`src/rtl/traffic_phase_controller.sv`:
```
`default_nettype none
// ============================================================================
//  Module      : traffic_phase_controller
//  Description : Tick-timed Moore controller that sequences the main-road,
//                side-road and pedestrian phases from latched sensor
//                requests. It enforces min/max green times and all-red
//                clearance, and pulses ped_ack when a walk phase starts.
//  Revision    : 1.0 - initial release
// ============================================================================
module traffic_phase_controller #(
  parameter int MIN_GREEN    = 10,
  parameter int MAX_GREEN    = 30,
  parameter int YELLOW_TIME  = 3,
  parameter int ALL_RED_TIME = 1,
  parameter int WALK_TIME    = 8,
  parameter int CNT_W        = 8
) (
  input  logic       clk,
  input  logic       reset,
  input  logic       tick,
  input  logic       vehicle_detected,
  input  logic       ped_detected,
  output logic [2:0] main_light,
  output logic [2:0] side_light,
  output logic       walk,
  output logic       ped_ack,
  output logic [2:0] state_o
);

  typedef enum logic [2:0] {
    S_MAIN_GREEN  = 3'd0,
    S_MAIN_YELLOW = 3'd1,
    S_ALL_RED_1   = 3'd2,
    S_SIDE_GREEN  = 3'd3,
    S_SIDE_YELLOW = 3'd4,
    S_ALL_RED_2   = 3'd5,
    S_PED_WALK    = 3'd6,
    S_ILLEGAL     = 3'd7
  } state_t;

  // Exit thresholds: the timer counts completed ticks minus one, so a phase
  // of N ticks exits on the tick where the timer reads N-1.
  localparam logic [CNT_W-1:0] c_MIN_GREEN_M1 = CNT_W'(MIN_GREEN - 1);
  localparam logic [CNT_W-1:0] c_MAX_GREEN_M1 = CNT_W'(MAX_GREEN - 1);
  localparam logic [CNT_W-1:0] c_YELLOW_M1    = CNT_W'(YELLOW_TIME - 1);
  localparam logic [CNT_W-1:0] c_ALL_RED_M1   = CNT_W'(ALL_RED_TIME - 1);
  localparam logic [CNT_W-1:0] c_WALK_M1      = CNT_W'(WALK_TIME - 1);
  localparam logic [CNT_W-1:0] c_TIMER_MAX    = {CNT_W{1'b1}};

  state_t           r_state;
  state_t           w_next;
  logic [CNT_W-1:0] r_timer;
  logic             r_veh_pend;
  logic             r_ped_pend;
  logic             r_ped_ack;
  logic             w_state_change;
  logic             w_enter_side;
  logic             w_enter_walk;

  assign w_state_change = (w_next != r_state);
  assign w_enter_side   = (w_next == S_SIDE_GREEN) && (r_state != S_SIDE_GREEN);
  assign w_enter_walk   = (w_next == S_PED_WALK) && (r_state != S_PED_WALK);

  // State register
  always_ff @(posedge clk or posedge reset) begin
    if (reset) begin
      r_state <= S_MAIN_GREEN;
    end else begin
      r_state <= w_next;
    end
  end

  // Next-state logic; exits are only evaluated on tick clocks, except that
  // the unused encoding recovers to MAIN_GREEN unconditionally.
  always_comb begin
    w_next = r_state;
    case (r_state)
      S_MAIN_GREEN: begin
        if (tick && (r_timer >= c_MIN_GREEN_M1) && (r_veh_pend || r_ped_pend)) begin
          w_next = S_MAIN_YELLOW;
        end
      end
      S_MAIN_YELLOW: begin
        if (tick && (r_timer == c_YELLOW_M1)) begin
          w_next = S_ALL_RED_1;
        end
      end
      S_ALL_RED_1: begin
        if (tick && (r_timer == c_ALL_RED_M1)) begin
          w_next = r_ped_pend ? S_PED_WALK : S_SIDE_GREEN;
        end
      end
      S_SIDE_GREEN: begin
        if (tick && (((r_timer >= c_MIN_GREEN_M1) && !vehicle_detected) ||
                     (r_timer == c_MAX_GREEN_M1))) begin
          w_next = S_SIDE_YELLOW;
        end
      end
      S_SIDE_YELLOW: begin
        if (tick && (r_timer == c_YELLOW_M1)) begin
          w_next = S_ALL_RED_2;
        end
      end
      S_PED_WALK: begin
        if (tick && (r_timer == c_WALK_M1)) begin
          w_next = S_ALL_RED_2;
        end
      end
      S_ALL_RED_2: begin
        if (tick && (r_timer == c_ALL_RED_M1)) begin
          w_next = S_MAIN_GREEN;
        end
      end
      default: begin
        w_next = S_MAIN_GREEN;
      end
    endcase
  end

  // Phase timer: cleared on every state change, counts ticks, saturates
  always_ff @(posedge clk or posedge reset) begin
    if (reset) begin
      r_timer <= '0;
    end else if (w_state_change) begin
      r_timer <= '0;
    end else if (tick && (r_timer != c_TIMER_MAX)) begin
      r_timer <= r_timer + CNT_W'(1);
    end
  end

  // Request latches; clearing on phase entry takes priority over a new set
  always_ff @(posedge clk or posedge reset) begin
    if (reset) begin
      r_veh_pend <= 1'b0;
      r_ped_pend <= 1'b0;
    end else begin
      if (w_enter_side) begin
        r_veh_pend <= 1'b0;
      end else if (vehicle_detected) begin
        r_veh_pend <= 1'b1;
      end
      if (w_enter_walk) begin
        r_ped_pend <= 1'b0;
      end else if (ped_detected) begin
        r_ped_pend <= 1'b1;
      end
    end
  end

  // Acknowledge pulse aligned with the first clock spent in PED_WALK
  always_ff @(posedge clk or posedge reset) begin
    if (reset) begin
      r_ped_ack <= 1'b0;
    end else begin
      r_ped_ack <= w_enter_walk;
    end
  end

  // Lamp decode straight from the state register ({red,yellow,green})
  always_comb begin
    main_light = 3'b100;
    side_light = 3'b100;
    walk       = 1'b0;
    case (r_state)
      S_MAIN_GREEN:  main_light = 3'b001;
      S_MAIN_YELLOW: main_light = 3'b010;
      S_SIDE_GREEN:  side_light = 3'b001;
      S_SIDE_YELLOW: side_light = 3'b010;
      S_PED_WALK:    walk       = 1'b1;
      default: begin
        main_light = 3'b100;
        side_light = 3'b100;
      end
    endcase
  end

  assign ped_ack = r_ped_ack;
  assign state_o = r_state;

endmodule
`default_nettype wire

```
`config.mk`:
```
export PLATFORM = sky130hd
export DESIGN_NAME = traffic_phase_controller
export DESIGN_NICKNAME = d
export VERILOG_FILES = /design/src/rtl/traffic_phase_controller.sv
export SDC_FILE = /design/constraint.sdc
export NUM_CORES = 1
export LEC_CHECK = 0
export BUFFER_PORTS_ARGS = -buffer_cell sky130_fd_sc_hd__buf_2
export CAP_MARGIN = 20
export CORE_MARGIN = 8
export CORE_UTILIZATION = 30
export DETAILED_ROUTE_END_ITERATION = 12
export SKIP_CTS_REPAIR_TIMING = 1
export SYNTH_ARGS = -nofsm -noshare
export SYNTH_HDL_FRONTEND = slang
export SYNTH_SLANG_ARGS = --single-unit
```
`constraint.sdc`:
```
create_clock -name clk -period 2.1 [get_ports clk]
set_input_delay 0.63 -clock clk [delete_from_list [all_inputs] [get_ports clk]]
set_output_delay 0.63 -clock clk [all_outputs]
set_load 0.01 [all_outputs]
```
# --- Word level (Yosys, flattened, before mapping) ---
# Index checks and enable logic that the tools add are counted.
totals:
  out_inout_bits: 11
  ff_bits: 14
  inputBits: 5
  wordCells: 58
op_classes:
  n_eq_ne: 15
  reduce_logical: 18
  add_sub_neg: 1
  muxes: 18
  n_lt_le_gt_ge: 1
ops:
  columns: ["cell", "count"]
  rows:
  - ["2-to-1 mux 3 bit", 8]
  - ["case mux 3 bit (7 select lines)", 1]
  - ["2-to-1 mux 8 bit", 2]
  - ["equality test 3 bit, second input constant", 4]
  - ["case mux 3 bit (2 select lines)", 2]
  - ["logical AND 1 bit", 10]
  - ["equality test 3 x 2 -> 1 bit, second input constant", 3]
  - ["adder 8 x 1 -> 8 bit, second input constant", 1]
  - ["equality test 8 x 2 -> 1 bit, second input constant", 1]
  - ["equality test 8 x 3 -> 1 bit, second input constant", 1]
  - ["equality test 8 x 5 -> 1 bit, second input constant", 1]
  - [">= comparator 8 x 4 -> 1 bit, second input constant", 1]
  - ["zero test 8 bit", 1]
  - ["!= test 8 bit, second input constant", 1]
  - ["nonzero test 2 bit", 3]
  - ["2-to-1 mux 1 bit", 5]
  - ["equality test 3 x 1 -> 1 bit, second input constant", 1]
  - ["zero test 3 bit", 1]
  - ["!= test 3 x 2 -> 1 bit, second input constant", 1]
  - ["!= test 3 bit", 1]
  - ["!= test 3 bit, second input constant", 1]
  - ["logical OR 1 bit", 2]
  - ["zero test 1 bit", 1]

# --- Longest topological paths before layout ---
logic_depth:
  ltp_word: 9
  mapped_depth: 6
  ltp_nobuf: 6

# --- Worst setup path after synthesis ---
# OpenSTA, ideal clock, no wires.
synth_path:
  path_kind: "reg2reg"
  start: "register r_timer[4]"
  end: "register r_timer[0]"
  path_slack_ns: 0.220
  path_buffers: 1
  arrival_ns: 1.779
  synth_period_minus_slack_ns: 1.880
  setup_ns: 0.101
  stages_incl_launch_ff: 6
  required_ns: 1.999
  path_cell_list: "dfrtp_1 buf_6 nor4_4 o32ai_2 o311a_4 nor4_1"
synth_between:
  elab_chain_cells: 8
  word_cells_on_any_way: 26
  classes_between: "1 x order compare; 5 x eq/ne; 9 x mux; 11 x reduce/logical"
synth_rtl:
  columns: ["element", "line", "source"]
  rows:
  - ["from (decl)", "52", "logic [CNT_W-1:0] r_timer;"]
  - ["from (signal assigned)", "127", "r_timer <= r_timer + CNT_W'(1);"]
  - [">= comparator 8 x 4 -> 1 bit", "79, 94", null]
  - ["logical AND 1 bit", "94", "if (tick && (((r_timer >= c_MIN_GREEN_M1) && !vehicle_detected) ||"]
  - ["logical OR 1 bit", "94", null]
  - ["logical AND 1 bit", "94", null]
  - ["2-to-1 mux 3 bit", "94", null]
  - ["case mux 3 bit (7 select lines)", "77", "case (r_state)"]
  - ["!= test 3 bit", "60", "assign w_state_change = (w_next != r_state);"]
  - ["2-to-1 mux 8 bit or nonzero test 2 bit (tied branches)", null, null]
# Parallel ways exist; a longest one is shown, timed or not.
# A chain may end at the register's enable or synchronous reset.

# --- Final worst setup path ---
layout_path:
  start: "register r_state[1], in the netlist state_o[1]"
  end: "output main_light[1]"
layout_between:
  elab_chain_cells: 2
  word_cells_on_any_way: 3
  classes_between: "1 x eq/ne; 1 x mux; 1 x reduce/logical"
layout_rtl:
  columns: ["element", "line", "source"]
  rows:
  - ["from (decl)", "50", "state_t r_state;"]
  - ["from (signal assigned)", "69", "r_state <= w_next;"]
  - ["equality test 3 x 1 -> 1 bit or zero test 3 bit (tied branches)", "164", "case (r_state)"]
  - ["case mux 3 bit (2 select lines) (*)", "164", null]
  - ["to (decl)", "23", "output logic [2:0] main_light,"]
# Mark *: on every way between the ends. The rest lies on a longest branch, timed or not.

==> summary.md <==
| Metric | Value |
|---|---|
| Status | finished, final reports clean |
| H-tree depth | 1 |
| Clock skew | between 0.004 and 0.005 ns |
| Dpl hpwl | ~2.0 mm |
| Gr ovfl total | 0 |
| Critical Path AT | between 1 and 1.5 ns |
| CP required | 1.47 ns |
| Total Routed Length | ~2.6 mm |
| Clk slew on worst S/H paths | 0.08 ns |
| Starting Density | between 30% and 40% |
| Post-synth cell types | 41 |
| Worst rel slew slack | a little over half |
| Yosys Warn Count | 0 |
| Number of synthesized flops with an enable pin | 0 |
| Worst-skew pair later-pin latency | approximately 0.28 ns |
| CP endpoint kind | primary output |
| Crit-path max FO | 11 |
| Post-route insts no fill | about 180 |
| Final Cell Area | ~1200 µm² |
| Placed cell area | 1207 µm² |
| Total Routing Usage GR | 10.34% |
| Main flop type after synthesis | dfrtp_1 |
| Area added between synthesis and finish | 19.35% |
| Final Util | 37.23% |
| MaxCap Viol Count | 0 |
| Syn_nets | 125 |
| Worst-Margin Slew | ~0.7 ns |
| Seq cells post-synth | 14 |
| Routed wire per std cell | 14.59 µm |
| First-pass GRT wire length | 4.554 mm |
| Crit Reg-Reg Startpoint | r_timer[0] |
| Worst min path class | input port to async pin |
| CTS tree | done |
| Vias in the first global route | roughly 1k |
| Final GP Congestion | 0.8634 |
| Startpoint Class | flip-flop |
| Maximum VDD drop | around 0.28 mV |
| Cell area after synthesis | around 1000 µm² |
| Num ports | 16 |
| Clock root buffer | clkbuf_4 |
| Setup TNS | 0 ns |
| Final setup margin | ~0.097 ns |
| Largest net degree at the start of global routing | 15 |
| DRT Pass-1 Iters | 4 |
| Dpl ws | 0.08359 ns |
| Worst R2R Setup Slack | approximately 0.16 ns |
| Final Max Slew Viols | 0 |
| Clock Tree Buf Depth | 2 |
| Avg Inst Size Synth | approximately 9.1 µm² |
| Antenna-violating nets left | 0 |
| Fmax | between 400 and 500 MHz |
| Tot Pwr | approximately 1.4 mW |
| # DRC | 0 |
| Num rows | 21 |
| Sequential cell area fraction in the yosys report | roughly a third |
| CTS sink count | 14 |
| Placeable Area | 3337 µm² |
| Final period utilization | a little over nine tenths |
| ANT cells | 0 |
| Initial drt markers | 76 |
| Worst Setup EP | main_light[1] |
| Placed Cells incl. Taps | 178 |
| Die X | about 75 µm |
| Crit Reg-Reg Endpoint | r_timer[5] |
| Via count | 951 |
| Most frequent cells in the layout | buf_2 (15), dfrtp_1 (13), nor4_1 (9), buf_4 (9), inv_1 (8) |
| Setup Crit Path Kind | flip-flop to primary output |
| Die height | 74.91 µm |
| Reg2reg path depth | 6 |
| Die area | roughly 5600 µm² |
| CP startpoint | state_o[1] |
| Nets | around 150 |
| CTS Buf Count | 3 |
| Worst hold slack | 0.3793 ns |
| Ys async rst share | 100.0% |
| Port bufs | 15 |
| Syn Inst Count | approximately 120 |
| Via density | between 5 and 6 |
| Leak Pwr | around 0.54 nW |
| Antenna violations before repair | 0 |
| Min Tclk post-route | between 2 and 2.5 ns |
| Setup-violating endpoint count in the final report | 0 |
| PwrDens | around 1100 nW/µm² |
| Most common cell after layout, fill and taps aside | buf_2 |
| Fin. Hold Viols | 0 |
| Layout cells sized above 1 | 29.63% |
[worst max-delay path: stages, from the launching register on]
cell,delay [ns]
dfrtp_1,0.49
or2_2,0.32
nor2_1,0.13
buf_2,0.15
[area by class of cell]
type	count	area [µm²]
clock buffer	3	22.52
sequential	14	351.6
tap	46	57.56
multi-input combinational	86	638.1
inverter	8	30.03
timing repair buffer	24	142.6
fill	336	2095
[synth_stat cells (all sizes together), types with 2 or more instances]
master	number	area (µm²)
xor2	3	26.28
o21ai	7	35.03
and3	3	20.02
and4	2	18.77
nor3b	2	15.01
nand4	4	25.02
nor2b	5	31.28
clkbuf	6	22.52
nor4	11	83.83
nor3	2	15.01
o2111ai	2	17.52
nand3	4	20.02
inv	8	30.03
ha	5	62.56
o211ai	2	15.01
a31oi	3	18.77
nand2	6	22.52
mux2i	2	20.02
nor2	6	22.52
nand2b	3	18.77
dfrtp	14	350.3
[worst min path at each step]
stage | slack, ns | startpoint | cells past startpoint | end
6_report | 0.38 | reset | 2 | r_timer[6]
5_1_grt | 0.42 | reset | 2 | r_timer[6]
4_1_cts | 0.39 | reset | 2 | r_timer[6]
3_5_place_dp | 0.54 | r_ped_pend | 2 | r_ped_pend
3_3_place_gp | 0.52 | r_veh_pend | 2 | r_veh_pend
2_1_floorplan | 0.48 | r_veh_pend | 2 | r_veh_pend
[report_power, final]
group | switching [mW] | internal [mW] | total, mW
combinational | 0.431 | 0.356 | 0.786
clock | 0.0829 | 0.0664 | 0.149
sequential | 0.108 | 0.349 | 0.457
[state kept, by name, indices dropped and copies added, names as in the netlist]
signal,flops
state_o,3
ped_ack,1
r_veh_pend,1
r_timer,8
r_ped_pend,1
[routing by layer]
layer | global-route usage (%) | routed length [µm] | vias up
li1 | - | - | 473
met1 | 11.60 | 1141 | 462
met2 | 18.14 | 1364 | 14
met3 | 2.796 | 108 | 2
met4 | 3.696 | 25 | 0
met5 | 0 | 0 | -
[kinds of logic (layout without fill, tap and decap cells)]
| logic type | Yosys count | in the layout | share of synthesized area (%) |
|---|---|---|---|
| multiplexers | 3 | 3 | 3.005 |
| buffers and inverters | 15 | 35 | 6.130 |
| XOR/XNOR | 4 | 4 | 3.366 |
| adder cells (fa/ha/maj) | 5 | 5 | 6.010 |
| AO/OA/AOI/OAI | 24 | 24 | 18.51 |
| flip-flops | 14 | 14 | 33.65 |
| AND/OR/NAND/NOR | 50 | 50 | 29.33 |
Note: power is estimated with default switching activity, not from simulation.
